===== config.mk =====
export PLATFORM = sky130hd
export DESIGN_NAME = if_fetch_stage
export DESIGN_NICKNAME = d
export VERILOG_FILES = /design/src/rtl/arm_pkg.sv /design/src/rtl/fetch_buffer.sv /design/src/rtl/if_fetch_stage.sv
export SDC_FILE = /design/constraint.sdc
export NUM_CORES = 1
export LEC_CHECK = 0
export BUFFER_PORTS_ARGS = -buffer_cell sky130_fd_sc_hd__clkbuf_2
export CAP_MARGIN = 25
export CORE_MARGIN = 10
export CORE_UTILIZATION = 52
export CTS_CLUSTER_DIAMETER = 120
export DETAILED_ROUTE_END_ITERATION = 10
export PLACE_DENSITY = 0.77
export SYNTH_ARGS = -nofsm -noshare
export SYNTH_HDL_FRONTEND = slang
export SYNTH_SLANG_ARGS = --single-unit

===== constraint.sdc =====
create_clock -name clk -period 2.5 [get_ports clk]
set_clock_uncertainty 0.15 [all_clocks]
set_input_delay 0.125 -clock clk [delete_from_list [all_inputs] [get_ports clk]]
set_output_delay 0.125 -clock clk [all_outputs]
set_load 0.005 [all_outputs]

===== src/rtl/arm_pkg.sv =====
// Shared definitions for the ARM-style pipeline stages: datapath width,
// PC step, the fetch-buffer entry layout and the bubble instruction.
package arm_pkg;

    localparam int BIT_NUMBER = 32;
    localparam int PC_INCR    = 4;

    localparam logic [BIT_NUMBER-1:0] NOP_INSTR = '0;

    typedef struct packed {
        logic [BIT_NUMBER-1:0] instruction;
        logic [BIT_NUMBER-1:0] pc;
    } fetch_entry_t;

endpackage


===== src/rtl/fetch_buffer.sv =====
// Small power-of-two FIFO with push/pop/flush used for both the fetched-word
// buffer and the in-order request address queue of the fetch stage.
module fetch_buffer #(
    parameter int WIDTH = 64,
    parameter int DEPTH = 2,
    localparam int PTR_W = $clog2(DEPTH),
    localparam int CNT_W = PTR_W + 1
) (
    input  logic             clk,
    input  logic             rst,
    input  logic             push,
    input  logic [WIDTH-1:0] push_data,
    input  logic             pop,
    input  logic             flush,
    output logic [CNT_W-1:0] count,
    output logic [WIDTH-1:0] head
);

    logic [WIDTH-1:0] mem [DEPTH];
    logic [PTR_W-1:0] rd_ptr;
    logic [PTR_W-1:0] wr_ptr;
    logic             do_push;
    logic             do_pop;

    assign do_push = push & (count != CNT_W'(DEPTH));
    assign do_pop  = pop & (count != '0);
    assign head    = mem[rd_ptr];

    // Flush wins over any push or pop arriving in the same cycle.
    always_ff @(posedge clk or negedge rst) begin
        if (!rst) begin
            rd_ptr <= '0;
            wr_ptr <= '0;
            count  <= '0;
            for (int i = 0; i < DEPTH; i++) begin
                mem[i] <= '0;
            end
        end else if (flush) begin
            rd_ptr <= '0;
            wr_ptr <= '0;
            count  <= '0;
        end else begin
            if (do_push) begin
                mem[wr_ptr] <= push_data;
                wr_ptr      <= wr_ptr + 1'b1;
            end
            if (do_pop) begin
                rd_ptr <= rd_ptr + 1'b1;
            end
            count <= count + CNT_W'(do_push) - CNT_W'(do_pop);
        end
    end

endmodule


===== src/rtl/if_fetch_stage.sv =====
// Instruction-fetch stage: PC, credit-limited imem requests, response buffering
// and branch redirect. Define IF_FETCH_STATS_EN to add fetch/flush counters.
module if_fetch_stage
    import arm_pkg::*;
#(
    parameter int                       BIT_NUMBER = arm_pkg::BIT_NUMBER,
    parameter int                       BUF_DEPTH  = 2,
    parameter logic [BIT_NUMBER-1:0]    RESET_PC   = '0
) (
    input  logic                  clk,
    input  logic                  rst,
    input  logic                  freeze,
    input  logic                  branch_taken,
    input  logic [BIT_NUMBER-1:0] branch_addr,
    output logic                  imem_req,
    output logic [BIT_NUMBER-1:0] imem_addr,
    input  logic                  imem_rvalid,
    input  logic [BIT_NUMBER-1:0] imem_rdata,
    output logic                  valid,
    output logic [BIT_NUMBER-1:0] instruction,
    output logic [BIT_NUMBER-1:0] pc
`ifdef IF_FETCH_STATS_EN
    ,
    output logic [31:0]           fetch_count,
    output logic [31:0]           flush_count
`endif
);

    localparam int CNT_W   = $clog2(BUF_DEPTH) + 1;
    localparam int ENTRY_W = 2 * BIT_NUMBER;

    logic [BIT_NUMBER-1:0] fetch_pc;
    logic [BIT_NUMBER-1:0] next_pc;
    logic [CNT_W-1:0]      outstanding;
    logic [CNT_W-1:0]      discard;
    logic [CNT_W-1:0]      data_count;
    logic [CNT_W-1:0]      addr_count;
    logic [CNT_W:0]        credit_used;
    logic [ENTRY_W-1:0]    data_head;
    logic [BIT_NUMBER-1:0] addr_head;
    logic                  rvalid_live;
    logic                  rvalid_keep;
    logic                  data_push;
    logic                  data_pop;

    assign next_pc     = fetch_pc + BIT_NUMBER'(PC_INCR);
    assign credit_used = {1'b0, outstanding} + {1'b0, data_count};
    assign imem_req    = rst & ~branch_taken & (credit_used < (CNT_W+1)'(BUF_DEPTH));
    assign imem_addr   = fetch_pc;

    // A response with nothing outstanding is stale (issued before a reset) and is ignored.
    assign rvalid_live = imem_rvalid & (outstanding != '0);
    assign rvalid_keep = rvalid_live & (discard == '0) & (addr_count != '0);
    assign data_push   = rvalid_keep & ~branch_taken;
    assign data_pop    = valid & ~freeze & ~branch_taken;

    assign valid       = (data_count != '0);
    assign instruction = valid ? data_head[ENTRY_W-1 -: BIT_NUMBER] : BIT_NUMBER'(NOP_INSTR);
    assign pc          = valid ? data_head[BIT_NUMBER-1:0] : '0;

    fetch_buffer #(
        .WIDTH (BIT_NUMBER),
        .DEPTH (BUF_DEPTH)
    ) u_addr_queue (
        .clk       (clk),
        .rst       (rst),
        .push      (imem_req),
        .push_data (next_pc),
        .pop       (rvalid_keep),
        .flush     (branch_taken),
        .count     (addr_count),
        .head      (addr_head)
    );

    fetch_buffer #(
        .WIDTH (ENTRY_W),
        .DEPTH (BUF_DEPTH)
    ) u_data_buffer (
        .clk       (clk),
        .rst       (rst),
        .push      (data_push),
        .push_data ({imem_rdata, addr_head}),
        .pop       (data_pop),
        .flush     (branch_taken),
        .count     (data_count),
        .head      (data_head)
    );

    // On redirect every request still in flight belongs to the wrong path and must be dropped.
    always_ff @(posedge clk or negedge rst) begin
        if (!rst) begin
            fetch_pc    <= RESET_PC;
            outstanding <= '0;
            discard     <= '0;
        end else begin
            outstanding <= outstanding + CNT_W'(imem_req) - CNT_W'(rvalid_live);
            if (branch_taken) begin
                fetch_pc <= branch_addr;
                discard  <= outstanding - CNT_W'(rvalid_live);
            end else begin
                if (imem_req) begin
                    fetch_pc <= next_pc;
                end
                if (rvalid_live && (discard != '0)) begin
                    discard <= discard - 1'b1;
                end
            end
        end
    end

`ifdef IF_FETCH_STATS_EN
    always_ff @(posedge clk or negedge rst) begin
        if (!rst) begin
            fetch_count <= '0;
            flush_count <= '0;
        end else begin
            fetch_count <= fetch_count + 32'(data_push);
            flush_count <= flush_count + 32'(branch_taken);
        end
    end
`endif

endmodule


==> flow_metrics.py <==
metrics = {
    "sta": {
        "hold_viol": 0,
        "fin_crit_sh_pct": 111,
        "finalCriticalPeriod_ns": 2.78,
        "maxSlewViolCount": 0,
        "worstMarginPinSlew_ns": 1.13,
        "setup-violations-final": 77,
        "whs_ns": 0.0469,
        "grt_setup_unrepaired": "yes",
        "slew_headroom_pct": 24.7,
        "timing.fmax_mhz": 359,
        "setup_ws_ns": -0.283,
    },
    "global_route": {
        "grt_use_total_pct": 19.8,
        "grt_pass1_wl_um": 46600,
        "grt_max_degree": 183,
        "grt.overflow.total": 0,
        "grt_pass1_vias": 8977,
        "antenna_found_initial": 1,
    },
    "job": {
        "cap_violations": 0,
    },
    "die": {
        "die_area_um2": 27700,
        "start_util_pct": 52.9,
        "coreArea_um2": 21100,
        "num_rows": 53,
        "die_w_um": 166,
        "die_h_um": 166,
        "io_pins": 167,
    },
    "placement": {
        "place_congestion": 0.825,
        "dpl.hpwl_um": 17900,
        "pre_cts_ws_ns": -0.158,
        "io_buffer_count": 166,
    },
    "synthesis": {
        "syn_nets": 1127,
        "yosys.area.top_type": "dfrtp_1",
        "syn_area_per_cell_um2": 10.6,
        "synth.most_common_cell": "dfrtp_1",
        "syn-instance-count": 1049,
        "synthArstFlopShare_pct": 100,
        "yosys_register_bits": 236,
        "ys_warn_count": 0,
        "synth_edf_count": 0,
        "synth-seq-area-share_pct": 53.0,
        "synth_top_area_share_pct": 53.0,
        "synth.area.top_cells": "dfrtp_1 (53%), mux2i_1 (8.9%), mux2_2 (7.6%), nor2_1 (4.7%), nand2_1 (3.7%)",
        "netlist_area_um2": 11100,
        "synthDistinctLibCells": 40,
        "ys.flop_type": "dfrtp_1",
        "synth_commonest_cells": "dfrtp_1 (236), nor2_1 (139), nand2_1 (110)",
    },
    "clock_tree": {
        "cts_root_buffer": "clkbuf_16",
        "cts_tree": "built",
        "clkSinkCount": 236,
        "clk_pin_slew_ns": 0.06,
        "clockBufferDepth": 3,
        "cts_buffers": 25,
        "htree_num_levels": 1,
        "clk_latency_ns": 0.52,
    },
    "power_and_ir_drop": {
        "power.total_uw": 12400,
        "powerDensity_nw_per_um2": 839,
        "p_leak_uw": 0.00662,
        "peakVddDrop_v": 0.000610,
    },
    "finish": {
        "layout-drive-gt1-share_pct": 32.5,
        "syn2layout_area_growth_pct": 32.1,
        "fill_cells": 1416,
        "layout.nets": 1394,
    },
    "setup_path": {
        "start_kind": "flop",
        "r2r_slack_ns": -0.28,
        "crit_start": "u_data_buffer.count[0]",
        "reg2reg_depth": 10,
        "path_max_fanout": 6,
        "timing.rr.end": "u_addr_queue.mem[24]",
        "cp-end-kind": "flop",
        "crit_required_ns": 2.75,
        "r2r-start": "u_data_buffer.count[0]",
        "critPathArrivalTime_ns": 3.04,
        "worstSetupPathType": "flop to flop",
        "crit_end": "u_addr_queue.mem[24]",
    },
    "drt": {
        "ant_nets": 0,
        "dr.pass1.iters": 5,
        "wire_per_inst_um": 19.1,
        "dr_total_vias": 8881,
        "routed_wl_um": 30700,
        "drc": 0,
        "drt_iter0_markers": 710,
        "viasPerCell": 5.53,
    },
    "status": {
        "violations": "negative setup slack",
        "status": "finished, violations left",
    },
    "worst_hold_path": {
        "hold_class": "input pin to flop",
    },
}
## final cells by class
| cell class | count | area (um2) | share of cell area, % |
|---|---|---|---|
| flip-flops and latches | 236 | 5910 | 40.1 |
| multi-input cells | 731 | 5150 | 35.0 |
| diodes | 1 | 2.50 | 0.0170 |
| inverters | 13 | 48.8 | 0.331 |
| clock inverters | 8 | 115 | 0.782 |
| repair buffers | 309 | 2460 | 16.7 |
| well taps | 275 | 344 | 2.34 |
| clock buffers | 33 | 696 | 4.72 |
## placed cells by master, fill, tap and decap left out, types with 3 or more instances in the layout
master / netlist / final
dfrtp_1: 236 / 234
clkbuf_2: 0 / 165
nor2_1: 139 / 128
nand2_1: 110 / 101
mux2i_1: 99 / 99
mux2_2: 75 / 71
dlygate4sd3_1: 0 / 68
o21ai_0: 82 / 62
a21oi_1: 61 / 43
xor2_1: 41 / 41
buf_4: 9 / 38
clkbuf_16: 0 / 30
o21ai_1: 9 / 23
xnor2_1: 25 / 23
a21oi_2: 1 / 19
nand3_1: 24 / 18
nand4_1: 13 / 13
buf_12: 0 / 13
buf_6: 4 / 12
inv_1: 13 / 11
o21ai_2: 2 / 8
nor2_2: 2 / 8
ha_1: 8 / 8
nand3_2: 2 / 6
nor2_4: 0 / 5
nor3_1: 5 / 5
nand2_4: 0 / 5
nor4_4: 5 / 5
nand2_2: 1 / 5
clkinv_2: 0 / 5
nor2b_1: 5 / 4
nor4_1: 4 / 4
mux2_4: 0 / 4
clkbuf_1: 30 / 4
clkbuf_8: 0 / 4
buf_8: 0 / 4
nand3_4: 1 / 3
and4_1: 3 / 3
bufinv_16: 0 / 3
buf_16: 0 / 3
## where the power goes
part           switching, uW  internal (uW)  total (uW)  leakage, uW
logic                   1660           1540        3200      0.00315
clock network           1470           2240        3710     0.000404
registers                699           4740        5440      0.00307
## how the worst min path moves through the flow
stage / start / end / slack (ns) / depth (start not counted)
2_1_floorplan: rst / discard[0] / -0.32 / 0
3_3_place_gp: branch_addr[8] / imem_addr[8] / 0.18 / 3
3_5_place_dp: rst / outstanding[1] / 0.19 / 2
4_1_cts: freeze / u_data_buffer.count[1] / 0.03 / 5
5_1_grt: freeze / u_data_buffer.count[1] / 0.09 / 5
6_report: freeze / u_data_buffer.count[1] / 0.05 / 5
## metal layers
metal  wire length [um]  GRT usage (%)
met3               2150           4.12
met4                678           5.61
met5                  0              0
met2              14500           31.6
met1              13400           26.8
## registers in the layout, summed over array words and instances, names as in the netlist
| name | flops |
|---|---|
| u_data_buffer.mem | 128 |
| u_addr_queue.mem | 64 |
| imem_addr | 32 |
| discard | 2 |
| outstanding | 2 |
| u_addr_queue.count | 2 |
| u_data_buffer.count | 2 |
| u_addr_queue.rd_ptr | 1 |
| u_addr_queue.wr_ptr | 1 |
| u_data_buffer.rd_ptr | 1 |
| u_data_buffer.wr_ptr | 1 |
## timing repair
action,4_1_cts,5_1_grt
buffers inserted,15,10
gates cloned,5,10
endpoints found under the setup margin,74,87
pin swaps,14,11
gates resized for setup,45,69
endpoints found under the hold margin,337,0
hold buffers,68,0
## stage by stage
| step | cell area, um2 | instances | setup TNS [ns] | utilization, % |
|---|---|---|---|---|
| floorplan | 11200 | 1049 | -0.138 | - |
| global placement | 12400 | 1459 | -3.13 | 59.0 |
| detailed placement | 12400 | 1459 | -5.73 | 59.0 |
| CTS | 14300 | 1587 | -2.08 | 67.8 |
| global route | 14700 | 1606 | -14.68 | 69.8 |
| finish | 14700 | 1606 | -8.74 | 69.8 |
## cell families after synthesis
logic type	share of synthesized area (%)
adders and majority gates	1.08
buffers and inverters	3.61
muxes	16.6
AOI/OAI and AO/OA	7.06
DFF	53.0
and+or+nand+nor	13.5
xor gates and xnor gates	5.19
## worst max-delay path, stage by stage, from the launching register on
cell	delay, ns
dfrtp_1	0.39
inv_2	0.07
nor2_2	0.04
fa_1	0.51
or3b_4	0.43
buf_8	0.15
nor3_4	0.15
buf_6	0.16
nand2_2	0.15
clkbuf_16	0.21
o21ai_0	0.26
Note: power is estimated with default switching activity, not from simulation.
